[config.mk]
export PLATFORM = sky130hd
export DESIGN_NAME = tx_skp_inserter
export DESIGN_NICKNAME = d
export VERILOG_FILES = /design/src/rtl/tx_skp_inserter.sv
export SDC_FILE = /design/constraint.sdc
export NUM_CORES = 1
export LEC_CHECK = 0
export CORE_MARGIN = 4
export CORE_UTILIZATION = 35
export DETAILED_ROUTE_END_ITERATION = 7
export MAX_ROUTING_LAYER = met4
export PLACE_DENSITY = 0.6
export SLEW_MARGIN = 20
export SYNTH_ARGS = -nofsm -noshare
export SYNTH_HDL_FRONTEND = slang
export SYNTH_SLANG_ARGS = --single-unit
[constraint.sdc]
create_clock -name clk -period 2.66 [get_ports clk]
set_input_delay 0.798 -clock clk [delete_from_list [all_inputs] [get_ports clk]]
set_output_delay 0.798 -clock clk [all_outputs]
set_load 0.01 [all_outputs]
[src/rtl/tx_skp_inserter.sv]
// Transmit symbol scheduler ahead of the 8b/10b encoder: passes link symbols, fills idles and
// inserts COM+SKP ordered sets at packet boundaries. Define TX_SKP_STATS_EN for the skp_sent_cnt port.
module tx_skp_inserter #(
    parameter int          SKP_INTERVAL = 1180,
    parameter int          SKP_LEN      = 3,
    parameter logic [7:0]  IDLE_SYM     = 8'h00
) (
    input  logic        clk,
    input  logic        reset,
    input  logic [7:0]  in_data,
    input  logic        in_datak,
    input  logic        in_valid,
    input  logic        in_last,
    output logic        in_ready,
    output logic [7:0]  txdata,
    output logic        txdatak,
    output logic        skp_pending
`ifdef TX_SKP_STATS_EN
    ,
    output logic [15:0] skp_sent_cnt
`endif
);

    localparam logic [15:0] SYM_MAX  = 16'(SKP_INTERVAL - 1);
    localparam logic [2:0]  SKP_LAST = 3'(SKP_LEN - 1);
    localparam logic [7:0]  K_COM    = 8'hBC;
    localparam logic [7:0]  K_SKP    = 8'h1C;

    typedef enum logic [1:0] {
        ST_DATA = 2'd0,
        ST_COM  = 2'd1,
        ST_SKP  = 2'd2
    } state_t;

    state_t      state_r;
    logic [15:0] sym_cnt_r;
    logic [2:0]  skp_cnt_r;
    logic        in_pkt_r;
    logic        go_s;
    logic        accept_s;
    logic        last_skp_s;

    // Insertion decision, handshake and end-of-set detection.
    always_comb begin
        go_s     = (state_r == ST_DATA) && skp_pending && !in_pkt_r;
        in_ready = (state_r == ST_DATA) && !go_s && !reset;
        accept_s = in_valid && in_ready;
        if (state_r == ST_COM) begin
            last_skp_s = (SKP_LEN == 1);
        end else if (state_r == ST_SKP) begin
            last_skp_s = (skp_cnt_r >= SKP_LAST);
        end else begin
            last_skp_s = 1'b0;
        end
    end

    // Symbol counter, pending flag, packet tracking and output symbol selection.
    always_ff @(posedge clk) begin
        if (reset) begin
            state_r     <= ST_DATA;
            sym_cnt_r   <= 16'd0;
            skp_cnt_r   <= 3'd0;
            in_pkt_r    <= 1'b0;
            skp_pending <= 1'b0;
            txdata      <= 8'h00;
            txdatak     <= 1'b0;
        end else begin
            // The counter saturates so a long deferral keeps the request alive.
            if (go_s) begin
                sym_cnt_r   <= 16'd0;
                skp_pending <= 1'b0;
            end else if (sym_cnt_r != SYM_MAX) begin
                sym_cnt_r   <= sym_cnt_r + 16'd1;
                skp_pending <= skp_pending | ((sym_cnt_r + 16'd1) == SYM_MAX);
            end else begin
                sym_cnt_r   <= sym_cnt_r;
                skp_pending <= skp_pending;
            end

            if (accept_s) begin
                in_pkt_r <= !in_last;
            end

            case (state_r)
                ST_DATA: begin
                    if (go_s) begin
                        txdata  <= K_COM;
                        txdatak <= 1'b1;
                        state_r <= ST_COM;
                    end else if (in_valid) begin
                        txdata  <= in_data;
                        txdatak <= in_datak;
                    end else begin
                        txdata  <= IDLE_SYM;
                        txdatak <= 1'b0;
                    end
                end
                ST_COM: begin
                    txdata    <= K_SKP;
                    txdatak   <= 1'b1;
                    skp_cnt_r <= 3'd1;
                    state_r   <= last_skp_s ? ST_DATA : ST_SKP;
                end
                ST_SKP: begin
                    txdata    <= K_SKP;
                    txdatak   <= 1'b1;
                    skp_cnt_r <= skp_cnt_r + 3'd1;
                    state_r   <= last_skp_s ? ST_DATA : ST_SKP;
                end
                default: begin
                    txdata  <= IDLE_SYM;
                    txdatak <= 1'b0;
                    state_r <= ST_DATA;
                end
            endcase
        end
    end

`ifdef TX_SKP_STATS_EN
    // Completed-set counter; an aborted set never reaches its last SKP and is not counted.
    always_ff @(posedge clk) begin
        if (reset) begin
            skp_sent_cnt <= 16'd0;
        end else if (last_skp_s) begin
            skp_sent_cnt <= skp_sent_cnt + 16'd1;
        end else begin
            skp_sent_cnt <= skp_sent_cnt;
        end
    end
`endif

endmodule

Yosys cells after proc, flatten, opt, wreduce, memory -nomap -nowiden --
Cells that the tools add are included.
Word-level totals: register bits 32, bits of input ports 13, output and inout port bits 11, logic and storage cells 41
Cells by class: add/subtract/negate cells 2, $lt $le $gt $ge 1, eq/ne operators 5, mux-type cells 12, bitwise gates (word level) 1, reductions and logical operators 13
Operators by type and width (count):
- $add A16 B1 Y16 const B | 1
- $eq A16 B11 Y1 const B | 1
- $mux W8 | 2
- $ne A16 B11 Y1 const B | 1
- $pmux W8 S2 | 1
- $pmux W3 S2 | 1
- $logic_and A1 B1 Y1 | 5
- $logic_not A1 Y1 | 4
- $mux W1 | 4
- $mux W2 | 2
- $pmux W2 S2 | 1
- $reduce_or A2 Y1 | 2
- $add A3 B1 Y3 const B | 1
- $ge A3 B2 Y1 const B | 1
- $eq A2 B1 Y1 const B | 1
- $eq A2 B2 Y1 const B | 1
- $logic_not A2 Y1 | 1
- $ne A2 B2 Y1 const B | 1
- $pmux W1 S2 | 1
- $reduce_bool A2 Y1 | 1
- $or A1 B1 Y1 | 1

Longest topological paths before layout --
depth in word-level cells 7, mapped depth 7, mapped depth without buffers 6

Worst setup path before layout --
OpenSTA, ideal clock, no wires.
kind in2out, from input port reset, to output port in_ready, data arrival time 1.165 ns, required time 1.862 ns, setup slack 0.697 ns, cell stages on the path 2, buffers on the path 1, cell sequence clkbuf_1 nor2_1
Between the ends: longest elaborated chain between the ends 2
RTL lines:
- start, declared | RTL line 9 | input logic reset,
- $logic_not A1 Y1 | RTL line 46 | in_ready = (state_r == ST_DATA) && !go_s && !reset;
- $logic_and A1 B1 Y1 | RTL line 46
- end, declared | RTL line 14 | output logic in_ready,
Every way passes these cells.

Worst setup path in the final report --
Ends and elaborated chain as after synthesis.

==> run_results.csv <==
group,metric,value,unit
run_status,run_status,"finished, final reports clean",
logic_synthesis,syn_inst,194,
sta,max_freq,0.4082,GHz
worst_setup_path,r2r_cells,6,
worst_setup_path,path_buf_inv,2,
cts,root_buffer,"clkbuf_8",
power_and_ir_drop,power_leakage,0.7255,nW
cts,holdBufCountCts,0,
worst_setup_path,startpoint_type,"input pin",
worst_hold_path,hp-class,"reg2reg",
cts,post-cts-setup-buffers,0,
sta,slew-limit-headroom,72.81,%
worst_setup_path,r2r-start,"sym_cnt_r[1]",
place,dpl_cell_area,1893,um^2
cells_and_area,diodes,0,
worst_setup_path,arrival,1.65,ns
route,dr_total_vias,1421,
cts,cts_max_level,2,
power_and_ir_drop,power_density,620.5,nW/um^2
route,routed_via_density,5.244,
route,drtIter0Drc,79,
sta,fin_skew,0.008647,ns
worst_setup_path,critPathTopFamily,"buffers and inverters",
logic_synthesis,syn_nets,215,
sta,finalSetupTns,0,ns
logic_synthesis,seq_area_frac_synth,39.60,%
cells_and_area,fillers,442,
sta,finalHoldViolCount,0,
route,wirelength,3379,um
logic_synthesis,yosysWarnings,0,
worst_setup_path,rrSetupSlack,0.54,ns
cts,cts_inserted_buffers,5,
cts,clk_latency,0.29,ns
logic_synthesis,synthArstFlopShare,0,%
global_route,grt_first_pass_wirelength,5927,um
worst_hold_path,hp-start,"skp_cnt_r[1]",
global_route,grt_max_degree,12,
worst_setup_path,r2r-end,"sym_cnt_r[11]",
global_route,grt-ovfl-total,0,
logic_synthesis,ys_ff_latch,32,
worst_setup_path,slowest_delay,0.43,ns
route,drt-met1-wl,1661,um
worst_setup_path,path_cells,"clkdlybuf4s50_1 -> nor2_1 -> dlygate4sd2_1",
sta,fin_crit_sh,92.11,%
floorplan,die_w,75.99,um
global_route,antenna_found_initial,0,
sta,worst_slew_pin_slew,0.4069,ns
route,firstDrtPassIters,4,
global_route,grt_use_total,12.72,%
worst_hold_path,hold_end,"skp_cnt_r[1]",
worst_setup_path,endpoint_kind,"primary output",
worst_setup_path,worstSetupPathType,"in2out",
place,gp_congestion,0.7801,
worst_setup_path,cp_max_fo,2,
worst_setup_path,crit_required,1.86,ns
logic_synthesis,dominantRegCellSynth,"dfxtp_1",
cts,cts_resized,1,
floorplan,io_pins,24,
place,numPortBuffers,23,
logic_synthesis,synth_cell_types,39,
route,wl_met3,257,um
logic_synthesis,syn_area_per_cell,8.339,um^2
sta,min_period,2.450,ns
global_route,grt_pass1_vias,1281,
floorplan,rows,24,
flow_run,timing.max_cap.violations,0,
logic_synthesis,syn_area,1618,um^2
worst_hold_path,hold_path_depth,2,
sta,rsz0062_at_grt,"no",
sta,hold_slack,0.4983,ns
route,top_layer_used,"met4",
route,detail-route-antenna-nets,0,
sta,drv_slew,0,
route,drc,0,
floorplan,dieArea,5774,um^2
power_and_ir_drop,irDropWorstVdd,0.0002871,V
cells_and_area,fin_util,45.38,%
floorplan,die_y,75.99,um
cts,cts_tree,"yes",
route,post_drt_wl_per_cell,12.47,um
route,wl_met2,1406,um
cts,clkSinkCount,32,
cells_and_area,layout-drive-gt1-share,7.763,%
cts,clockBufferDepth,2,
cts,path_clk_slew,0.07,ns
floorplan,initial_utilization,36.65,%
place,dpl.hpwl,2452,um
sta,setup_viol,0,
floorplan,coreArea,4414,um^2
worst_setup_path,slowest_stage,"clkdlybuf4s50_1",
cells_and_area,fin_nets,239,
cells_and_area,synthToLayoutAreaGrowth,23.82,%
cells_and_area,finalInstanceArea,2003,um^2
logic_synthesis,synth_edf_count,0,
[Yosys cell counts (2+ instances only)]
cell      instances  area, um^2
a211oi_1          3       22.52
a21oi_1          14       70.07
and2_1            5       31.28
buf_2             4       20.02
clkbuf_1          4       15.01
dfxtp_1          32       640.6
ha_1              8       100.1
inv_1             7       26.28
nand2_1          15       56.30
nand2b_1          4       25.02
nand3_1           9       45.04
nand4_1           6       37.54
nor2_1           31       116.4
nor2b_1           2       12.51
nor3_1            4       20.02
nor4_1            4       25.02
o21ai_0           4       20.02
o31ai_1           2       15.01
or3_1             3       18.77
xnor2_1          11       96.34
xor2_1            4       35.03
[cell type report]
class	count	area, um^2	share of cell area, %
Clock inverter	3	42.54	2.124
Sequential cell	32	640.6	31.98
Timing Repair Buffer	25	244.0	12.18
Clock buffer	5	68.82	3.435
Inverter	7	26.28	1.312
Tap cell	52	65.06	3.248
Multi-Input combinational cell	147	915.9	45.72
[placed cells by master, fill, tap and decap left out, types with 2 or more instances in the layout]
cell and n:
nand2_1 15, inv_1 7, nor2b_1 2, buf_4 2, nor3_1 4, nand3_1 9
dfxtp_1 32, nand2b_1 4, clkdlybuf4s50_1 22, ha_1 8, nor4_1 4, nand4_1 6
xor2_1 4, o31ai_1 2, clkbuf_8 5, o21ai_0 4, xnor2_1 11, or3_1 3
a211oi_1 3, nor2_1 31, and2_1 5, a21oi_1 14
[kinds of logic after synthesis]
| group | count (synthesis) | synth area share, % |
|---|---|---|
| AOI/OAI and AO/OA | 32 | 12.92 |
| xor gates and xnor gates | 15 | 8.120 |
| adders and majority gates | 8 | 6.187 |
| buffers and inverters | 15 | 3.790 |
| DFF | 32 | 39.60 |
| and+or+nand+nor | 92 | 29.39 |
[worst max path at each step]
stage / startpoint / end / slack [ns] / cells after the start
6_report: reset / in_ready / 0.21 / 3
5_1_grt: reset / in_ready / 0.17 / 3
4_1_cts: reset / in_ready / 0.20 / 3
3_5_place_dp: reset / in_ready / -0.07 / 3
3_3_place_gp: reset / in_ready / -0.07 / 3
2_1_floorplan: reset / in_ready / 0.70 / 2
[tightest hold or removal path, stage by stage (launching register included)]
cell,delay (ns)
dfxtp_1,0.33
nand2b_1,0.07
a21oi_1,0.05
[report_power, final]
| group | switching (mW) | internal, mW | total (mW) |
|---|---|---|---|
| sequential | 0.0252 | 0.519 | 0.544 |
| combinational | 0.120 | 0.113 | 0.233 |
| clock | 0.189 | 0.277 | 0.466 |
| total | 0.335 | 0.908 | 1.24 |
[registers in the layout (all words and copies together) (netlist names)]
name	count
txdata	8
txdatak	1
skp_cnt_r	3
in_pkt_r	1
sym_cnt_r	16
skp_pending	1
state_r	2
[per-stage QoR]
| stage | cells | setup WS, ns | total power [mW] |
|---|---|---|---|
| detailed placement | 263 | -0.07169 | 0.7895 |
| global placement | 263 | -0.06596 | 0.7880 |
| floorplan | 194 | 0.6974 | 0.6849 |
| global route | 271 | 0.1660 | 1.303 |
| finish | 271 | 0.2100 | 1.243 |
| CTS | 271 | 0.2021 | 1.254 |
[layer usage]
metal | vias to the layer above | GRT usage (%)
li1 | 722 | -
met1 | 640 | 17.07
met2 | 53 | 17.64
met3 | 6 | 4.374
met4 | 0 | 4.448
met5 | - | -
(Power assumes the default switching activity.)
==> RTL change 1: new RTL, same settings <==
Put one more register stage on the output `txdatak`, without a reset. The value now appears one clock later. The other outputs are not delayed to match.
--- a/src/rtl/tx_skp_inserter.sv
+++ b/src/rtl/tx_skp_inserter.sv
@@ -32,6 +32,8 @@
         ST_SKP  = 2'd2
     } state_t;
 
+    logic txdatak_s0;
+
     state_t      state_r;
     logic [15:0] sym_cnt_r;
     logic [2:0]  skp_cnt_r;
@@ -63,7 +65,7 @@
             in_pkt_r    <= 1'b0;
             skp_pending <= 1'b0;
             txdata      <= 8'h00;
-            txdatak     <= 1'b0;
+            txdatak_s0  <= 1'b0;
         end else begin
             // The counter saturates so a long deferral keeps the request alive.
             if (go_s) begin
@@ -85,31 +87,31 @@
                 ST_DATA: begin
                     if (go_s) begin
                         txdata  <= K_COM;
-                        txdatak <= 1'b1;
+                        txdatak_s0 <= 1'b1;
                         state_r <= ST_COM;
                     end else if (in_valid) begin
                         txdata  <= in_data;
-                        txdatak <= in_datak;
+                        txdatak_s0 <= in_datak;
                     end else begin
                         txdata  <= IDLE_SYM;
-                        txdatak <= 1'b0;
+                        txdatak_s0 <= 1'b0;
                     end
                 end
                 ST_COM: begin
                     txdata    <= K_SKP;
-                    txdatak   <= 1'b1;
+                    txdatak_s0 <= 1'b1;
                     skp_cnt_r <= 3'd1;
                     state_r   <= last_skp_s ? ST_DATA : ST_SKP;
                 end
                 ST_SKP: begin
                     txdata    <= K_SKP;
-                    txdatak   <= 1'b1;
+                    txdatak_s0 <= 1'b1;
                     skp_cnt_r <= skp_cnt_r + 3'd1;
                     state_r   <= last_skp_s ? ST_DATA : ST_SKP;
                 end
                 default: begin
                     txdata  <= IDLE_SYM;
-                    txdatak <= 1'b0;
+                    txdatak_s0 <= 1'b0;
                     state_r <= ST_DATA;
                 end
             endcase
@@ -129,5 +131,9 @@
     end
 `endif
 
+    always_ff @(posedge clk) begin
+        txdatak <= txdatak_s0;
+    end
+
 endmodule
 
Formal check against the unedited RTL: not equivalent (Yosys sat finds a counterexample within 4 cycles, from zero or initial values and one cycle with reset high).
==> RTL change 1 against the unedited design <==
  * Worst setup slack improved by 30 ps
  * Area after synthesis increased by 1.2%
  * Global-route usage increased by 0.16 points
  * Clock power increased by 18%
  * First-iteration DRC count decreased by 19%
  * Sequential cell count increased by 1
  * Highest routed layer unchanged
  * Power increased by 8.0%
  * Routed wire length increased by 1.1%
  * Synthesized cell count increased by 0.52%
  * Utilization increased by 0.65 points
  * Final area increased by 2.1%
  * Worst hold slack got worse by 170 ps
  * Critical path type unchanged
  * Non-clock buffer count unchanged
==> RTL change 1: results (changes against the unedited design) <==
[placed_design]
place_congestion=0.7884  ; +1.1%
dpl.hpwl_mm=2.440  ; -0.50%

[setup_path]
reg2reg_setup_slack_ps=540  ; about the same
r2r-start=sym_cnt_r[5]
critical_path.startpoint=reset
critPathMaxFanout=2  ; unchanged
worst-r2r-cell-count=5  ; -1
timing.rr.end=skp_pending
critPathRequiredTime_ps=1860  ; about the same
worstSetupEndpoint=in_ready

[clock_network]
post-cts-setup-buffers=0  ; unchanged
clock_path_buffers=2  ; unchanged
cts_resized=1  ; unchanged
clk_pin_slew_ps=70  ; about the same

[synthesis]
ys_warn_count=0  ; unchanged
yosysSeqAreaShare_pct=40.34  ; +0.74 points
ys.flop_type=dfxtp_1
synthTopCellsByCount=dfxtp_1, nor2_1, nand2_1
synth_nets=216  ; +0.47%
synth-adder-area-share_pct=6.112  ; -0.076 points
synth.distinct_cells=39  ; unchanged
yosys-top-cells-area=dfxtp_1, nor2_1, ha_1, xnor2_1, a21oi_1
synth_compound_area_share_pct=12.76  ; -0.16 points
synth_xor_area_share_pct=8.021  ; -0.099 points
yosys-mux-area-fraction_pct=0  ; unchanged

[min_path]
hold_depth=0  ; -2
worstHoldStart=txdatak_s0
holdPathEnd=txdatak
hold_path.class=reg2reg

[global_routing]
grt_max_degree=12  ; unchanged
grt_pass1_vias=1338  ; +4.4%
grt_pass1_wl_mm=6.009  ; +1.4%
met2_usage_pct=19.16  ; +1.5 points
grt.met1_usage_pct=15.57  ; -1.5 points
grt_usage_pct=12.88  ; +0.16 points
antenna_found_initial=0  ; unchanged
met3_usage_pct=4.137  ; -0.24 points

[finish]
diodes=0  ; unchanged
biggestRegsByFlops=sym_cnt_r (16), txdata (8), skp_cnt_r (3)
drive_above_1_share_pct=7.727  ; -0.035 points
nFillCells=464  ; +5.0%
nets=240  ; +0.42%

[sta]
hold_violations=0  ; unchanged
timing.hold.ws_ps=330.0  ; -168.3 ps
worst_pin_slew_ps=383.1  ; -23.79 ps
clock_skew_ps=6.479  ; -2.168 ps

[power]
ir_drop_mv=0.2459  ; -14%
total_leakage_power_nw=0.7477  ; +3.1%

[run_status]
status=finished, final reports clean

[detailed_routing]
first_pass_iters=4  ; unchanged
num_vias=1398  ; -1.6%
drt-total-wl_mm=3.415  ; +1.1%
drtIter0Drc=64  ; -19%

==> RTL change 1: per-stage QoR <==
step | power (W) | instances | setup slack, ps | cell area (µm²)
4_1_cts | 0.001362 | 272 | 226.7 | 2046
3_5_place_dp | 0.0008062 | 264 | -47.69 | 1913
3_3_place_gp | 0.0008070 | 264 | -55.97 | 1913
2_1_floorplan | 0.0007042 | 195 | 697.4 | 1638
6_report | 0.001343 | 272 | 240.3 | 2046
5_1_grt | 0.001416 | 272 | 197.1 | 2046
==> RTL change 1: logic make-up (layout without fill, tap and decap cells) <==
group / Yosys count / after routing
fa+ha+maj: 8 / 8
flops: 33 / 33
xor+xnor: 15 / 15
compound gates: 32 / 32
buf+inv: 15 / 40
simple gates: 92 / 92
==> RTL change 1: critical path: stages <==
cell,delay (ps)
clkdlybuf4s50_1,420
nor2_1,120
dlygate4sd2_1,280
==> RTL change 1: layer usage <==
layer | vias to the layer above | part of all wire, %
li1 | 718 | -
met1 | 634 | 50
met2 | 37 | 41
met3 | 9 | 6.5
met4 | 0 | 2.3
met5 | - | 0
==> RTL change 1: cell type report <==
type / instances / area [µm²] / share of cell area (%)
multi-input combinational: 147 / 915.9 / 44.77
sequential: 33 / 660.6 / 32.29
timing repair buffer: 25 / 244.0 / 11.93
clock buffer: 5 / 68.82 / 3.364
clock inverter: 3 / 65.06 / 3.180
tap: 52 / 65.06 / 3.180
inverter: 7 / 26.28 / 1.284
==> RTL change 1: power breakdown <==
part / switching (W) / internal, W / total, W / leakage [nW]
clock network: 0.000178 / 0.000372 / 0.000550 / 0.0681
registers: 0.0000257 / 0.000537 / 0.000563 / 0.268
logic: 0.000117 / 0.000113 / 0.000230 / 0.411
total: 0.000321 / 0.00102 / 0.00134 / 0.748
==> RTL change 2: new RTL, config.mk and constraints unchanged <==
Without the edit above. Add a define of `TX_SKP_STATS_EN`.
--- a/src/rtl/tx_skp_inserter.sv
+++ b/src/rtl/tx_skp_inserter.sv
@@ -1,5 +1,7 @@
 // Transmit symbol scheduler ahead of the 8b/10b encoder: passes link symbols, fills idles and
 // inserts COM+SKP ordered sets at packet boundaries. Define TX_SKP_STATS_EN for the skp_sent_cnt port.
+`define TX_SKP_STATS_EN
+
 module tx_skp_inserter #(
     parameter int          SKP_INTERVAL = 1180,
     parameter int          SKP_LEN      = 3,
Function (old outputs only; new: skp_sent_cnt): kept (Yosys induction, for registers that start in step).
==> RTL change 2 against the unedited design <==
  * Final area up 45%
  * Critical path depth unchanged
  * Worst setup slack worse by 67 ps
  * Clock power up 18%
  * Cell count up 43%
  * Sequential cell count up 16
  * Area after synthesis up 42%
  * Global-route usage up 0.20 points
  * Power up 26%
  * Routed wire length up 40%
  * Critical endpoint unchanged
  * Largest cell class unchanged
  * Largest power group unchanged
==> RTL change 2: results (changes against the unedited design) <==
[placed_design]
dpl.cell_count=380  ; +44%
place_congestion=0.8294  ; +6.3%
dpl.hpwl_mm=3.522  ; +44%
place_ws_ps=-160.2  ; -88.52 ps
place_area_mm2=0.002781  ; +47%
io_buffers=39  ; +70%

[finish]
drive_above_1_share_pct=6.431  ; -1.3 points
biggestRegsByFlops=skp_sent_cnt (16), sym_cnt_r (16), txdata (8)
diodes=0  ; unchanged
nets=333  ; +39%

[synthesis]
synth.distinct_cells=38  ; -2.6%
ys_warn_count=0  ; unchanged
synth_nets=291  ; +35%
avgSynthCellArea_um2=8.595  ; +3.1%
synthTopCellsByCount=dfxtp_1, nor2_1, xnor2_1
yosysSeqAreaShare_pct=41.72  ; +2.1 points
yosys-top-cells-area=dfxtp_1, xnor2_1, nor2_1, ha_1, xor2_1

[clock_network]
numCtsBuffers=5  ; unchanged
clk_latency_ps=300
h-tree-depth=2  ; unchanged
clk_pin_slew_ps=90  ; +20 ps
clock-root-buffer=clkbuf_8

[detailed_routing]
drt-total-wl_mm=4.727  ; +40%
met1Wirelength_mm=2.401  ; +45%
first_pass_iters=4  ; unchanged
wl_met2_mm=2.053  ; +46%
num_vias=1873  ; +32%
drtIter0Drc=69  ; -13%
via_per_inst=4.827  ; -7.9%
highest_layer=met4
postRouteAntennaNets=0  ; unchanged
wl_met3_um=224  ; -13%

[global_routing]
grt_usage_pct=12.92  ; +0.20 points
met2_usage_pct=19.62  ; +2.0 points
grt_pass1_vias=1779  ; +39%
grt.met1_usage_pct=16.93  ; -0.14 points
antenna_found_initial=0  ; unchanged
met3_usage_pct=3.134  ; -1.2 points
grt_max_degree=28  ; +16
grt_pass1_wl_mm=7.976  ; +35%

[setup_path]
crit_family=buffers and inverters
critPathMaxFanout=2  ; unchanged
critPathSlowestCell=clkdlybuf4s50_1
critPathMaxStageDelay_ps=470  ; +40 ps

[sta]
clock_skew_ps=12.79  ; +4.146 ps
worst_pin_slew_ps=536.8  ; +129.9 ps

[min_path]
hold_path.class=reg2reg

[power]
total_leakage_power_nw=1.022  ; +41%
ir_drop_mv=0.2391  ; -17%

[run_status]
status=finished, final reports clean

-- RTL change 2: cell count changes after synthesis, moves of 4 or more --
cell | unedited run | this run
xnor2_1 | 11 | 20
nor2_1 | 31 | 46
nor3_1 | 4 | 9
nand4_1 | 6 | 11
dfxtp_1 | 32 | 48
inv_1 | 7 | 11
xor2_1 | 4 | 14
nand3_1 | 9 | 15
-- RTL change 2: cells by family (layout without fill, tap and decap cells) --
family	after synthesis	in the layout	share of synthesized area [%]
AND/OR/NAND/NOR	128	128	28.63
AO/OA/AOI/OAI	29	29	7.822
adder cells (fa/ha/maj)	10	10	5.432
flip-flops	48	48	41.72
XOR/XNOR	34	34	12.93
buffers and inverters	19	62	3.476
-- RTL change 2: path summary, 6_finish.rpt --
kind / from / endpoint / slack, ps / cells past startpoint
hold reg to reg: skp_sent_cnt[6] / skp_sent_cnt[6] / 510 / 2
setup reg to reg: sym_cnt_r[0] / skp_pending / 470 / 6
hold / removal: skp_sent_cnt[6] / skp_sent_cnt[6] / 510 / 2
setup / recovery: reset / in_ready / 140 / 3
-- RTL change 2: repair_timing --
action                     4_1_cts  5_1_grt
setup endpoints to repair        1        0
hold endpoints to repair         0        0
gates resized for setup          2        0
-- RTL change 2: final cells by class --
| type | count | area (µm²) |
|---|---|---|
| tap | 77 | 96.34 |
| clock inverter | 2 | 38.79 |
| multi-input combinational | 201 | 1265 |
| timing repair buffer | 43 | 419.2 |
| sequential | 48 | 960.9 |
| inverter | 11 | 41.29 |
| fill | 626 | 3482 |
| clock buffer | 6 | 82.58 |
-- RTL change 2: power breakdown --
group          internal [W]  leakage [nW]  total, W  switching, W
clock network      0.000307        0.0614  0.000550      0.000242
logic              0.000114         0.572  0.000237      0.000123
registers          0.000755         0.389  0.000780     0.0000249
total               0.00118          1.02   0.00157      0.000390
